===== config.mk =====
export PLATFORM = sky130hd
export DESIGN_NAME = uart_tx_fifo
export DESIGN_NICKNAME = d
export VERILOG_FILES = /design/src/rtl/uart_tx_fifo.sv
export SDC_FILE = /design/constraint.sdc
export NUM_CORES = 1
export LEC_CHECK = 0
export ABC_AREA = 1
export CORE_MARGIN = 2
export CORE_UTILIZATION = 45
export CTS_CLUSTER_DIAMETER = 120
export DETAILED_ROUTE_END_ITERATION = 16
export GPL_TIMING_DRIVEN = 0
export PLACE_DENSITY = 0.62
export SLEW_MARGIN = 0
export SYNTH_ARGS = -nofsm -noshare
export SYNTH_HDL_FRONTEND = slang
export SYNTH_SLANG_ARGS = --single-unit

===== constraint.sdc =====
create_clock -name HCLK -period 3.5 [get_ports HCLK]
set_input_delay 0.35 -clock HCLK [delete_from_list [all_inputs] [get_ports HCLK]]
set_output_delay 0.35 -clock HCLK [all_outputs]
set_load 0.03 [all_outputs]

===== src/rtl/uart_tx_fifo.sv =====
// uart_tx_fifo: 8N1 UART transmitter fed by a small write FIFO, bit period latched per frame.
// Define UART_TX_PARITY_EN to add input parity_odd and a parity bit between the data and stop bits.
module uart_tx_fifo #(
    parameter int FIFO_AW    = 2,
    parameter int PRESCALE_W = 16
) (
    input  logic                  HCLK,
    input  logic                  HRESET,
    input  logic [PRESCALE_W-1:0] prescale,
    input  logic [7:0]            wdata,
    input  logic                  wr,
`ifdef UART_TX_PARITY_EN
    input  logic                  parity_odd,
`endif
    output logic                  full,
    output logic                  empty,
    output logic                  busy,
    output logic                  overflow,
    input  logic                  ovf_clr,
    output logic                  tx,
    output logic [2:0]            o_dbg_state
);
    localparam int DEPTH = 1 << FIFO_AW;
    localparam logic [FIFO_AW:0] DEPTH_C = (FIFO_AW + 1)'(DEPTH);

    typedef enum logic [2:0] {
        S_IDLE   = 3'd0,
        S_START  = 3'd1,
        S_DATA   = 3'd2,
        S_PARITY = 3'd3,
        S_STOP   = 3'd4
    } state_t;

    logic [7:0]            r_mem [DEPTH];
    logic [FIFO_AW-1:0]    r_wptr;
    logic [FIFO_AW-1:0]    r_rptr;
    logic [FIFO_AW:0]      r_count;
    logic                  r_ovf;

    state_t                r_state;
    logic [7:0]            r_shift;
    logic [PRESCALE_W-1:0] r_period;
    logic [PRESCALE_W-1:0] r_cnt;
    logic [2:0]            r_bit;
    logic                  r_tx;

    state_t                w_state_nxt;
    logic [7:0]            w_shift_nxt;
    logic [PRESCALE_W-1:0] w_period_nxt;
    logic [PRESCALE_W-1:0] w_cnt_nxt;
    logic [2:0]            w_bit_nxt;
    logic                  w_tx_nxt;
    logic                  w_pop;
    logic                  w_push;
    logic                  w_full;
    logic                  w_empty;
    logic                  w_cnt_zero;
    logic [7:0]            w_head;
    logic [PRESCALE_W-1:0] w_p;

`ifdef UART_TX_PARITY_EN
    logic                  r_par;
    logic                  w_par_nxt;
`endif

    assign w_full     = (r_count == DEPTH_C);
    assign w_empty    = (r_count == '0);
    assign w_push     = wr & ~w_full;
    assign w_head     = r_mem[r_rptr];
    assign w_cnt_zero = (r_cnt == '0);
    // A prescale of 0 would give no bit time at all; it runs as 1 cycle per bit.
    assign w_p        = (prescale == '0) ? PRESCALE_W'(1) : prescale;

    assign full        = w_full;
    assign empty       = w_empty;
    assign overflow    = r_ovf;
    assign tx          = r_tx;
    assign busy        = (r_state != S_IDLE);
    assign o_dbg_state = r_state;

    always_ff @(posedge HCLK) begin
        if (HRESET) begin
            r_wptr  <= '0;
            r_rptr  <= '0;
            r_count <= '0;
            r_ovf   <= 1'b0;
        end else begin
            if (w_push) begin
                r_mem[r_wptr] <= wdata;
                r_wptr        <= r_wptr + 1'b1;
            end
            if (w_pop) begin
                r_rptr <= r_rptr + 1'b1;
            end
            case ({w_push, w_pop})
                2'b10:   r_count <= r_count + 1'b1;
                2'b01:   r_count <= r_count - 1'b1;
                default: r_count <= r_count;
            endcase
            // A dropped write outranks a clear in the same cycle.
            if (wr & w_full) begin
                r_ovf <= 1'b1;
            end else if (ovf_clr) begin
                r_ovf <= 1'b0;
            end
        end
    end

    always_comb begin
        w_state_nxt  = r_state;
        w_shift_nxt  = r_shift;
        w_period_nxt = r_period;
        w_cnt_nxt    = r_cnt;
        w_bit_nxt    = r_bit;
        w_tx_nxt     = r_tx;
        w_pop        = 1'b0;
`ifdef UART_TX_PARITY_EN
        w_par_nxt    = r_par;
`endif
        case (r_state)
            S_IDLE: begin
                w_tx_nxt = 1'b1;
                if (!w_empty) begin
                    w_pop = 1'b1;
                end
            end
            S_START: begin
                if (w_cnt_zero) begin
                    w_state_nxt = S_DATA;
                    w_tx_nxt    = r_shift[0];
                    w_cnt_nxt   = r_period - 1'b1;
                    w_bit_nxt   = 3'd0;
                end else begin
                    w_cnt_nxt = r_cnt - 1'b1;
                end
            end
            S_DATA: begin
                if (w_cnt_zero) begin
                    w_cnt_nxt = r_period - 1'b1;
                    if (r_bit == 3'd7) begin
`ifdef UART_TX_PARITY_EN
                        w_state_nxt = S_PARITY;
                        w_tx_nxt    = r_par;
`else
                        w_state_nxt = S_STOP;
                        w_tx_nxt    = 1'b1;
`endif
                    end else begin
                        w_shift_nxt = {1'b0, r_shift[7:1]};
                        w_bit_nxt   = r_bit + 1'b1;
                        w_tx_nxt    = r_shift[1];
                    end
                end else begin
                    w_cnt_nxt = r_cnt - 1'b1;
                end
            end
`ifdef UART_TX_PARITY_EN
            S_PARITY: begin
                if (w_cnt_zero) begin
                    w_state_nxt = S_STOP;
                    w_tx_nxt    = 1'b1;
                    w_cnt_nxt   = r_period - 1'b1;
                end else begin
                    w_cnt_nxt = r_cnt - 1'b1;
                end
            end
`endif
            S_STOP: begin
                if (w_cnt_zero) begin
                    if (!w_empty) begin
                        w_pop = 1'b1;
                    end else begin
                        w_state_nxt = S_IDLE;
                        w_tx_nxt    = 1'b1;
                    end
                end else begin
                    w_cnt_nxt = r_cnt - 1'b1;
                end
            end
            default: begin
                w_state_nxt = S_IDLE;
                w_tx_nxt    = 1'b1;
            end
        endcase

        // Frame start is shared by IDLE and STOP so back-to-back frames have no gap.
        if (w_pop) begin
            w_state_nxt  = S_START;
            w_tx_nxt     = 1'b0;
            w_shift_nxt  = w_head;
            w_period_nxt = w_p;
            w_cnt_nxt    = w_p - 1'b1;
            w_bit_nxt    = 3'd0;
`ifdef UART_TX_PARITY_EN
            w_par_nxt    = (^w_head) ^ parity_odd;
`endif
        end
    end

    always_ff @(posedge HCLK) begin
        if (HRESET) begin
            r_state  <= S_IDLE;
            r_shift  <= '0;
            r_period <= PRESCALE_W'(1);
            r_cnt    <= '0;
            r_bit    <= '0;
            r_tx     <= 1'b1;
`ifdef UART_TX_PARITY_EN
            r_par    <= 1'b0;
`endif
        end else begin
            r_state  <= w_state_nxt;
            r_shift  <= w_shift_nxt;
            r_period <= w_period_nxt;
            r_cnt    <= w_cnt_nxt;
            r_bit    <= w_bit_nxt;
            r_tx     <= w_tx_nxt;
`ifdef UART_TX_PARITY_EN
            r_par    <= w_par_nxt;
`endif
        end
    end

endmodule


Yosys cells after proc, flatten, opt, wreduce, memory -nomap -nowiden
Memory sizes are Yosys's and may differ from the RTL's. A register that Yosys moved wholly into a read port is not among the register bits.
Index checks and enable logic that the tools add are counted.
{"block": "op_classes", "add_sub_neg": 8, "eq_ne": 21, "mux": 38, "n_bitwise": 4, "n_reduce_logical": 19}
{"operator": "$mux W16", "count": 4}
{"operator": "$sub A16 B1 Y16 const B", "count": 3}
{"operator": "$logic_not A16 Y1", "count": 2}
{"operator": "$mux W8", "count": 4}
{"operator": "$pmux W16 S2", "count": 1}
{"operator": "$mux W3", "count": 8}
{"operator": "$ne A3 B3 Y1 const B", "count": 6}
{"operator": "$ne A2 B2 Y1 const B", "count": 8}
{"operator": "$mux W1", "count": 14}
{"operator": "$pmux W3 S2", "count": 2}
{"operator": "$pmux W3 S4", "count": 1}
{"operator": "$reduce_and A6 Y1", "count": 2}
{"operator": "$reduce_bool A2 Y1", "count": 5}
{"operator": "$eq A3 B3 Y1 const B", "count": 3}
{"operator": "$reduce_and A4 Y1", "count": 2}
{"operator": "$add A3 B1 Y3 const B", "count": 2}
{"operator": "$logic_not A3 Y1", "count": 2}
{"operator": "$reduce_bool A3 Y1", "count": 2}
{"operator": "$add A2 B1 Y2 const B", "count": 2}
{"operator": "$mux W2", "count": 2}
{"operator": "$reduce_or A2 Y1", "count": 2}
{"operator": "$eq A3 B1 Y1 const B", "count": 1}
{"operator": "$eq A3 B2 Y1 const B", "count": 1}
{"operator": "$pmux W1 S3", "count": 1}
{"operator": "8 further kinds", "count": 10}
{"block": "totals", "register_bits": 55, "ram_bits": 32, "in_bits": 28, "out_inout_bits": 8, "elab_cells": 102, "memories": 1}
{"name": "r_mem", "words": 4, "width": 8, "rd": 1, "rd_clocked_by_memory_dff": 1, "wr": 1, "line": "34", "source": "logic [7:0] r_mem [DEPTH];"}

Depth between registers and ports, before layout
Gate-level depths: netlist of the first run.
{"block": "logic_depth", "depth_word": 6, "ltp_mapped": 15, "depth_no_buf": 15}

Worst setup path before layout of the first run
OpenSTA, ideal clock, no wires.
{"block": "synth_timing", "path_type": "register to register", "from": "register r_count[1]", "to": "register r_count[2]", "setup_time_ns": 0.122, "arrival_ns": 2.386, "required_ns": 3.378, "setup_slack_ns": 0.991, "stages_incl_launch_ff": 11, "path_buffers": 0, "period_less_slack_ns": 2.509, "cell_sequence": "dfxtp_1 -> nor3_1 -> nor2_1 -> inv_1 -> ha_1 -> inv_1 -> fa_1 -> a21oi_1 -> o21ai_0 -> o21ai_0 -> a21oi_1"}
{"block": "synth_between", "word_cells_on_any_way": 13, "classes_between": "add/sub (2); eq/ne (3); mux (4); bitwise (2); reduce/logical (2)"}
{"element": "from (decl)", "line": "37", "source": "logic [FIFO_AW:0] r_count;"}
{"element": "from (signal assigned)", "line": "96", "source": "2'b10: r_count <= r_count + 1'b1;"}
{"element": "from (signal assigned)", "line": "97", "source": "2'b01: r_count <= r_count - 1'b1;"}
{"element": "from (signal assigned)", "line": "98", "source": "default: r_count <= r_count;"}
{"element": "$eq A3 B3 Y1 *", "line": "66", "source": "assign w_full = (r_count == DEPTH_C);"}
{"element": "named net full", "line": "15", "source": "output logic full,"}
{"element": "$not A1 Y1 *", "line": "68", "source": "assign w_push = wr & ~w_full;"}
{"element": "$and A1 B1 Y1 *", "line": "68"}
{"element": "$eq A2 B1 Y1 or $eq A2 B2 Y1 (tied branches)", "line": "95", "source": "case ({w_push, w_pop})"}
{"element": "$pmux W3 S2 or $reduce_bool A2 Y1 (tied branches)"}
The timed path passes the listed nets; every way through them passes the cells marked *.
A chain may end at the register's enable or synchronous reset.

Worst setup path after layout of the first run
{"block": "layout_timing", "from": "register r_cnt[0]", "to": "register r_count[2]"}
{"block": "layout_between", "elab_chain_len": 5, "word_cells_on_any_way": 7, "classes_between": "eq/ne (2); mux (3); reduce/logical (2)"}
{"element": "from (decl)", "line": "43", "source": "logic [PRESCALE_W-1:0] r_cnt;"}
{"element": "from (signal assigned)", "line": "215", "source": "r_cnt <= w_cnt_nxt;"}
{"element": "$logic_not A16 Y1 *", "line": "70", "source": "assign w_cnt_zero = (r_cnt == '0);"}
{"element": "$mux W1 *", "line": "169", "source": "if (w_cnt_zero) begin"}
{"element": "$pmux W1 S2 *", "line": "120", "source": "case (r_state)"}
{"element": "named net w_pop", "line": "53", "source": "logic w_pop;"}
{"element": "$eq A2 B1 Y1 or $eq A2 B2 Y1 (tied branches)", "line": "95"}
{"element": "$pmux W3 S2 or $reduce_bool A2 Y1 (tied branches)"}
Marked as above.

==> out/qor.yml, run 1 <==
die_w_um: 109
ys.flop_type: "dfxtp_1"
p_leak_nw: 2.40
status: "complete, no violations"
rsz0062_at_grt: "false"
gp_congestion: 0.977
yosysSeqAreaShare: 0.421
path_clk_slew_ps: 90
total_power_mw: 4.94
clock_skew_ps: 16.8
dr.pass1.iters: 5
ys_ff_latch: 89
die_area_um2: 12000
drive_gt1_frac: 0.0584
crit_path_max_fanout: 10
io_buffers: 34
synth_nets: 744
finalHoldViolations: 0
core_um2: 10800
post-dp-hpwl_um: 10800
cts_hold_buf: 0
path_buf_inv: 3
async_reset_ff_frac: 0
max-clock-path-buffers: 2
synth_most_common_cell: "nand2_1"
antennaDiodeCount: 0
grt_usage: 0.253
utilization: 0.524
cts_resized: 0
grt_pass1_vias: 4574
synth_top_area_share: 0.228
finalCritPeriodShare: 0.834
crit_chain: "inv_1 -> ha_1 -> nand3_1 -> nor2_2 -> nand2_4 -> a21oi_4 -> buf_2 -> ha_1 -> inv_1 -> fa_1 -> a21oi_1 -> o21ai_0 -> o21ai_0 -> a21oi_1"
cts_tree: "built"
power_density_nw_per_um2: 868
netlist_area_um2: 4990
nets: 789
root_buffer: "clkbuf_8"
fmax_mhz: 343
critPathMaxStageDelay_ps: 380
synthDistinctLibCells: 34
initial_core_util: 0.461
synth.largest_area_cell: "dfxtp_1"
rows: 38
area_delta_synth_final_pct: 13.8
antenna_found_initial: 0
synth_edf_count: 32
ir_worst_vdd_v: 0.000413
grt-ovfl-total: 0
synth_area_leaders: "dfxtp_1 23%, edfxtp_1 19%, nand2_1 11%"
critPathTopFamily: "adder cells"
rr_endpoint: "r_count[2]$_SDFFE_PP0P_"
cts_sinks: 89
endpoint: "r_count[2]$_SDFFE_PP0P_"
end_kind: "register"
ant_nets: 0
drc: 0
rrSetupSlack_ps: 580
start_kind: "register"
vias: 4743
yosys-top-cells-count: "150 x nand2_1, 119 x nor2_1, 83 x inv_1, 57 x dfxtp_1, 57 x o21ai_0"
yosysWarnings: 0
required_ps: 3780
drv_slew: 0
clk_latency_ps: 390
synth.avg_cell_area_um2: 7.09
post-cts-setup-buffers: 0
reg2reg_depth: 14
crit_type: "reg -> reg"
cp.arrival_ps: 3200
tightest_slew_ps: 792
viasPerCell: 5.31
cts_made_buffers: 9
timing.setup.tns_ps: 0
io_pins: 36
cp.depth: 14
max-cap-violations: 0
startpoint: "r_cnt[0]$_SDFFE_PP0P_"
slowest_stage: "fa_1"
hold_class: "in -> reg"
post-route-min-period_ps: 2920
grt_max_degree: 17
grt_pass1_wl_um: 22700
setup_violations: 0
drt-total-wl_um: 14200
wl_per_cell_um: 15.9
relSlewSlack: 0.470
drt_iter0_markers: 345
synth_cells: 704
die_h_um: 109
r2r_start: "r_cnt[0]$_SDFFE_PP0P_"
htree_num_levels: 3
## registers in the layout, indices dropped and copies added (netlist names), named ones only
signal and cells:
o_dbg_state 3, overflow 1, r_bit 3, r_cnt 16
r_count 3, r_mem 32, r_period 16, r_rptr 2
r_shift 8, r_wptr 2, tx 1
## kinds of logic (layout without fill, tap and decap cells)
kind of cell    after synthesis  count (layout)  share of synthesized area
compound gates              120             120                      0.129
xor+xnor                     18              18                     0.0316
fa+ha+maj                    12              12                     0.0316
buf+inv                     104             154                     0.0827
flops                        89              89                      0.421
simple gates                361             361                      0.304
## power breakdown
group	switching, mW	leakage (nW)	internal (mW)
registers	0.204	0.760	1.32
clock network	0.412	0.0895	0.268
logic	1.83	1.55	0.908
## through the flow
stage	setup WS [ps]	cell area, µm²	hold WS, ps	std cells
after global placement	631	5510	448	878
after CTS	601	5690	342	894
final	581	5690	350	894
after floorplan	991	4990	435	704
after global routing	361	5690	381	894
after detailed placement	623	5510	457	878
## worst min-delay path by stage
stage / end / from / depth (start not counted)
6_report: r_shift[4]$_SDFFE_PP0P_ / HRESET / 2
5_1_grt: r_period[0]$_SDFFE_PP1N_ / HRESET / 3
4_1_cts: r_shift[4]$_SDFFE_PP0P_ / HRESET / 2
3_5_place_dp: overflow$_SDFFE_PP0P_ / overflow$_SDFFE_PP0P_ / 2
3_3_place_gp: r_shift[3]$_SDFFE_PP0P_ / r_shift[3]$_SDFFE_PP0P_ / 2
2_1_floorplan: r_shift[3]$_SDFFE_PP0P_ / r_shift[3]$_SDFFE_PP0P_ / 2
## placed cells by master (no fill, tap or decap), types with 2 or more instances in the layout
cell type / synthesis / final
nor3_1: 7 / 7
o22ai_1: 8 / 8
nand2_2: 4 / 4
nand4_1: 9 / 9
ha_1: 11 / 11
edfxtp_1: 32 / 32
nand3_1: 56 / 56
a31oi_1: 3 / 3
nand2_1: 150 / 150
buf_2: 6 / 6
inv_1: 83 / 83
nor2_2: 7 / 7
a21oi_1: 42 / 42
xor2_1: 11 / 11
clkbuf_1: 8 / 9
xnor2_1: 7 / 7
inv_6: 0 / 3
clkdlybuf4s50_1: 0 / 34
o21ai_0: 57 / 57
dfxtp_1: 57 / 57
nand3b_1: 3 / 3
clkbuf_8: 0 / 9
nor2_1: 119 / 119
or2_2: 3 / 3
buf_4: 2 / 2
inv_2: 3 / 3
o211ai_1: 5 / 5
o21ai_1: 2 / 2
## layer usage
metal / GRT usage / wire length [µm]
met1: 0.324 / 6310
met2: 0.415 / 6590
met3: 0.0344 / 759
met4: 0.136 / 563
met5: 0 / 0
## layout make-up
class,count,area [µm²]
plain buffers,17,86.3
clock buffers,10,128
clock inverters,6,47.5
fillers,1113,5150
inverters,87,327
multi-input cells,511,2480
flip-flops and latches,89,2100
well taps,140,175
repair buffers,34,340
(Power assumes the default switching activity.)
==> inputs of run 2 (changes only) <==
--- a/config.mk
+++ b/config.mk
@@ -11,7 +11,7 @@
 export CTS_CLUSTER_DIAMETER = 120
 export DETAILED_ROUTE_END_ITERATION = 16
 export GPL_TIMING_DRIVEN = 0
-export PLACE_DENSITY = 0.62
+export PLACE_DENSITY = 0.64
 export SLEW_MARGIN = 0
 export SYNTH_ARGS = -nofsm -noshare
 export SYNTH_HDL_FRONTEND = slang
==> constraint.sdc (replaced) <==
create_clock -name HCLK -period 2.5 [get_ports HCLK]
set_input_delay 0.25 -clock HCLK [delete_from_list [all_inputs] [get_ports HCLK]]
set_output_delay 0.25 -clock HCLK [all_outputs]
set_load 0.03 [all_outputs]
==> out/qor.yml, run 2 (synthesis results as in run 1) <==
status: "complete, no violations"
finalHoldViolations: 0
grt_pass1_vias: 4537
reg_top3: "r_mem x32, r_cnt x16, r_period x16"
critical_path.most_common_cell: "nor2_1"
final_common_cell: "nand2_1"
cts_hold_buf: 0
grt-ovfl-total: 0
setup_violations: 0
largest_reg_flops: 32
die_w_um: 109
drt_iter0_markers: 344
rows: 38
gp_congestion: 0.936
viasPerCell: 5.28
fin_cells: 899
tightest_slew_ps: 790
grt_usage: 0.242
ir_worst_vdd_v: 0.000525
die_area_um2: 12000
path_clk_slew_ps: 90
cts_made_buffers: 9
max-clock-path-buffers: 2
initial_core_util: 0.461
drc: 0
required_ps: 2730
post-dp-hpwl_um: 10300
vias: 4750
relSlewSlack: 0.471
total_power_mw: 7.01
die_h_um: 109
post-route-min-period_ps: 2320
wl_per_cell_um: 15.1
end_kind: "register"
area_delta_synth_final_pct: 15.6
root_buffer: "clkbuf_8"
core_um2: 10800
postPlaceCellArea_um2: 5510
drive_gt1_frac: 0.0764
dp_cells: 878
most-common-layout-cells: "150 x nand2_1, 117 x nor2_1, 81 x inv_1"
stdcell_area_um2: 5780
io_pins: 36
htree_num_levels: 3
hold_class: "in -> reg"
grt_pass1_wl_um: 22100
crit_chain: "nor2_2 -> nand2_1 -> nor2_4 -> nand2_4 -> a21oi_4 -> buf_6 -> ha_1 -> inv_1 -> fa_2 -> nor2_1 -> a21oi_1 -> nor2_1"
utilization: 0.533
finalCritPeriodShare: 0.929
critPathMaxStageDelay_ps: 520
io_buffers: 34
cts_tree: "built"
fmax_mhz: 431
crit_type: "reg -> reg"
clock_skew_ps: 10.2
clk_latency_ps: 370
rsz0062_at_grt: "false"
cts_sinks: 89
critPathTopFamily: "simple AND/OR/NAND/NOR gates"
drt-total-wl_um: 13600
antenna_found_initial: 0
ant_nets: 0
max-cap-violations: 0
antennaDiodeCount: 0
p_leak_nw: 2.43
path_buf_inv: 2
power_density_nw_per_um2: 1210
drv_slew: 0
timing.setup.tns_ps: 0
start_kind: "register"
crit_path_max_fanout: 5
dr.pass1.iters: 5
regMostFlops: "r_mem"
cp.arrival_ps: 2560
slowest_stage: "fa_2"
grt_max_degree: 18
nets: 794
run 2: timing repair:
action,4_1_cts,5_1_grt
cloned,0,0
setup endpoints to repair,2,4
setup buffers,3,2
gates resized for setup,4,11
pin swaps,2,3
run 2: through the flow:
step | hold WS (ps) | setup WS, ps
3_5_place_dp | 459 | -310
2_1_floorplan | 349 | -8.58
5_1_grt | 250 | 3.72
3_3_place_gp | 451 | -266
6_report | 255 | 178
4_1_cts | 233 | 7.74
run 2: per-layer routing:
metal	routed length, µm	vias to the layer above	track usage	share of wire
li1	-	2398	-	-
met1	6130	2201	0.303	0.45
met2	6470	115	0.405	0.48
met3	580	36	0.0462	0.043
met4	383	0	0.108	0.028
met5	0	-	0	0
run 2: area by class of cell:
type / instances / area (µm²)
Buffer: 17 / 92.6
Clock buffer: 9 / 124
Clock inverter: 7 / 63.8
Fill cell: 1093 / 5060
Inverter: 87 / 329
Multi-Input combinational cell: 511 / 2510
Sequential cell: 89 / 2100
Tap cell: 140 / 175
Timing Repair Buffer: 39 / 378
run 2: final timing paths:
kind / start / to / slack (ps) / cells past startpoint
setup / recovery: r_cnt[6]$_SDFFE_PP0P_ / r_count[1]$_SDFFE_PP0P_ / 180 / 12
hold / removal: HRESET / r_shift[1]$_SDFFE_PP0P_ / 250 / 2
setup reg to reg: r_cnt[6]$_SDFFE_PP0P_ / r_count[1]$_SDFFE_PP0P_ / 180 / 12
hold reg to reg: overflow$_SDFFE_PP0P_ / overflow$_SDFFE_PP0P_ / 460 / 2
run 2: where the power goes:
group | internal [mW] | leakage (nW) | total [mW] | switching (mW)
clock | 0.380 | 0.0950 | 0.951 | 0.571
combinational | 1.36 | 1.58 | 3.91 | 2.55
sequential | 1.85 | 0.761 | 2.15 | 0.300
==> inputs of run 3 (changes only) <==
--- a/config.mk
+++ b/config.mk
@@ -7,11 +7,11 @@
 export LEC_CHECK = 0
 export ABC_AREA = 1
 export CORE_MARGIN = 2
-export CORE_UTILIZATION = 45
+export CORE_UTILIZATION = 25
 export CTS_CLUSTER_DIAMETER = 120
 export DETAILED_ROUTE_END_ITERATION = 16
 export GPL_TIMING_DRIVEN = 0
-export PLACE_DENSITY = 0.64
+export PLACE_DENSITY = 0.4
 export SLEW_MARGIN = 0
 export SYNTH_ARGS = -nofsm -noshare
 export SYNTH_HDL_FRONTEND = slang
==> out/qor.yml, run 3 (synthesis results as in run 1) <==
status: "complete, no violations"
hold_class: "in -> reg"
cts_sinks: 89
htree_num_levels: 3
end_kind: "register"
setup_ws_ps: 151
drt-total-wl_um: 15900
die_h_um: 145
setup_violations: 0
slowest_stage: "fa_2"
area_delta_synth_final_pct: 21.4
use_met3: 0.0276
globalRouteMet1Util: 0.205
tightest_slew_ps: 855
max-clock-path-buffers: 2
top_usage_layer: "met2"
start_kind: "register"
post-dp-hpwl_um: 12200
drt_iter0_markers: 248
antennaDiodeCount: 0
drive_gt1_frac: 0.0871
timing.setup.tns_ps: 0
ir_worst_vdd_v: 0.000379
io_buffers: 34
initial_core_util: 0.256
core_um2: 19500
crit_path_max_fanout: 3
most-common-layout-cells: "149 x nand2_1, 113 x nor2_1, 80 x inv_1"
startpoint: "r_cnt[0]$_SDFFE_PP0P_"
p_leak_nw: 2.52
reg_top3: "r_mem x32, r_cnt x16, r_period x16"
grt_max_degree: 20
fmax_mhz: 426
die_w_um: 145
preCtsSetupSlack_ps: -384
total_power_mw: 7.58
largest_reg_flops: 32
clk_latency_ps: 350
cts_made_buffers: 9
grt_pass1_vias: 4603
regMostFlops: "r_mem"
grt_pass1_wl_um: 25400
postPlaceCellArea_um2: 5670
drc: 0
fillerInstances: 2182
viasPerCell: 4.57
multi_input_area_um2: 2530
dr.pass1.iters: 5
hp-start: "HRESET"
hold_path_depth: 2
reg2reg_depth: 14
critical_path.most_common_cell: "inv_2"
relSlewSlack: 0.428
max-cap-violations: 0
final_common_cell: "nand2_1"
vias: 4677
required_ps: 2750
wl_per_cell_um: 15.5
io_pins: 36
nets: 793
finalHoldViolations: 0
drv_slew: 0
crit_chain: "inv_2 -> ha_4 -> nand3_1 -> nor2_2 -> nand2_4 -> a21oi_4 -> buf_6 -> ha_1 -> inv_2 -> fa_2 -> a21oi_2 -> o21ai_2 -> o21ai_1 -> a21oi_1"
antenna_found_initial: 0
path_clk_slew_ps: 80
r2r_start: "r_cnt[0]$_SDFFE_PP0P_"
grt-ovfl-total: 0
ant_nets: 0
critPathMaxStageDelay_ps: 370
cts_tree: "built"
cp.arrival_ps: 2600
grt_util_met2: 0.261
power_density_nw_per_um2: 1250
root_buffer: "clkbuf_16"
gp_congestion: 0.875
clock_skew_ps: 12.7
grt_usage: 0.154
die_area_um2: 21100
rows: 51
regArea_um2: 2100
post-route-min-period_ps: 2350
crit_type: "reg -> reg"
finalCritPeriodShare: 0.939
stdcell_area_um2: 6070
## run 3: cell count changes in the layout (fill, tap and decap cells not counted), sizes merged
cell	change
clkdlybuf4s50	-4
dlymetal6s2s	+4
clkinv	-2
inv	+2
buf	-1
## run 3: power breakdown
part / total, mW / switching, mW / internal, mW
combinational: 4.04 / 2.67 / 1.36
clock: 1.38 / 0.673 / 0.711
sequential: 2.16 / 0.309 / 1.85
## run 3: worst paths after layout
path	to	slack, ps
max	r_count[2]$_SDFFE_PP0P_	150
min	r_shift[4]$_SDFFE_PP0P_	290
max reg2reg	r_count[2]$_SDFFE_PP0P_	150
min reg2reg	overflow$_SDFFE_PP0P_	470
## run 3: metal layers
layer,up-vias,share of wire
met5,-,0
met4,0,0.013
met3,16,0.027
met2,80,0.48
met1,2184,0.48
li1,2397,-
## run 3: layout make-up
class	instances	share of cell area
Multi-Input combinational cell	511	0.418
Buffer	17	0.0153
Inverter	87	0.0538
Sequential cell	89	0.347
Clock inverter	7	0.0118
Tap cell	265	0.0547
Clock buffer	9	0.0371
Timing Repair Buffer	38	0.0627
## run 3: through the flow
| stage | hold WS (ps) | util | cells |
|---|---|---|---|
| final | 291 | 0.311 | 1023 |
| after global routing | 296 | 0.311 | 1023 |
| after CTS | 286 | 0.307 | 1021 |
| after detailed placement | 458 | 0.290 | 1003 |
| after global placement | 455 | 0.290 | 1003 |
| after floorplan | 349 | - | 704 |
## run 3: what timing repair did
item                                    4_1_cts  5_1_grt
pin swaps                                     2        7
hold buffers                                  0        0
buffers inserted                              2        2
endpoints found under the setup margin        2        5
gates resized for setup                       7       20
## run 3: critical path, delay by kind of cell, from the launching register on
family | cells | cell delay (ps)
adder cells (fa/ha/maj) | 3 | 660
AO/OA/AOI/OAI | 5 | 580
AND/OR/NAND/NOR | 3 | 350
flip-flops | 1 | 340
buffers and inverters | 3 | 300
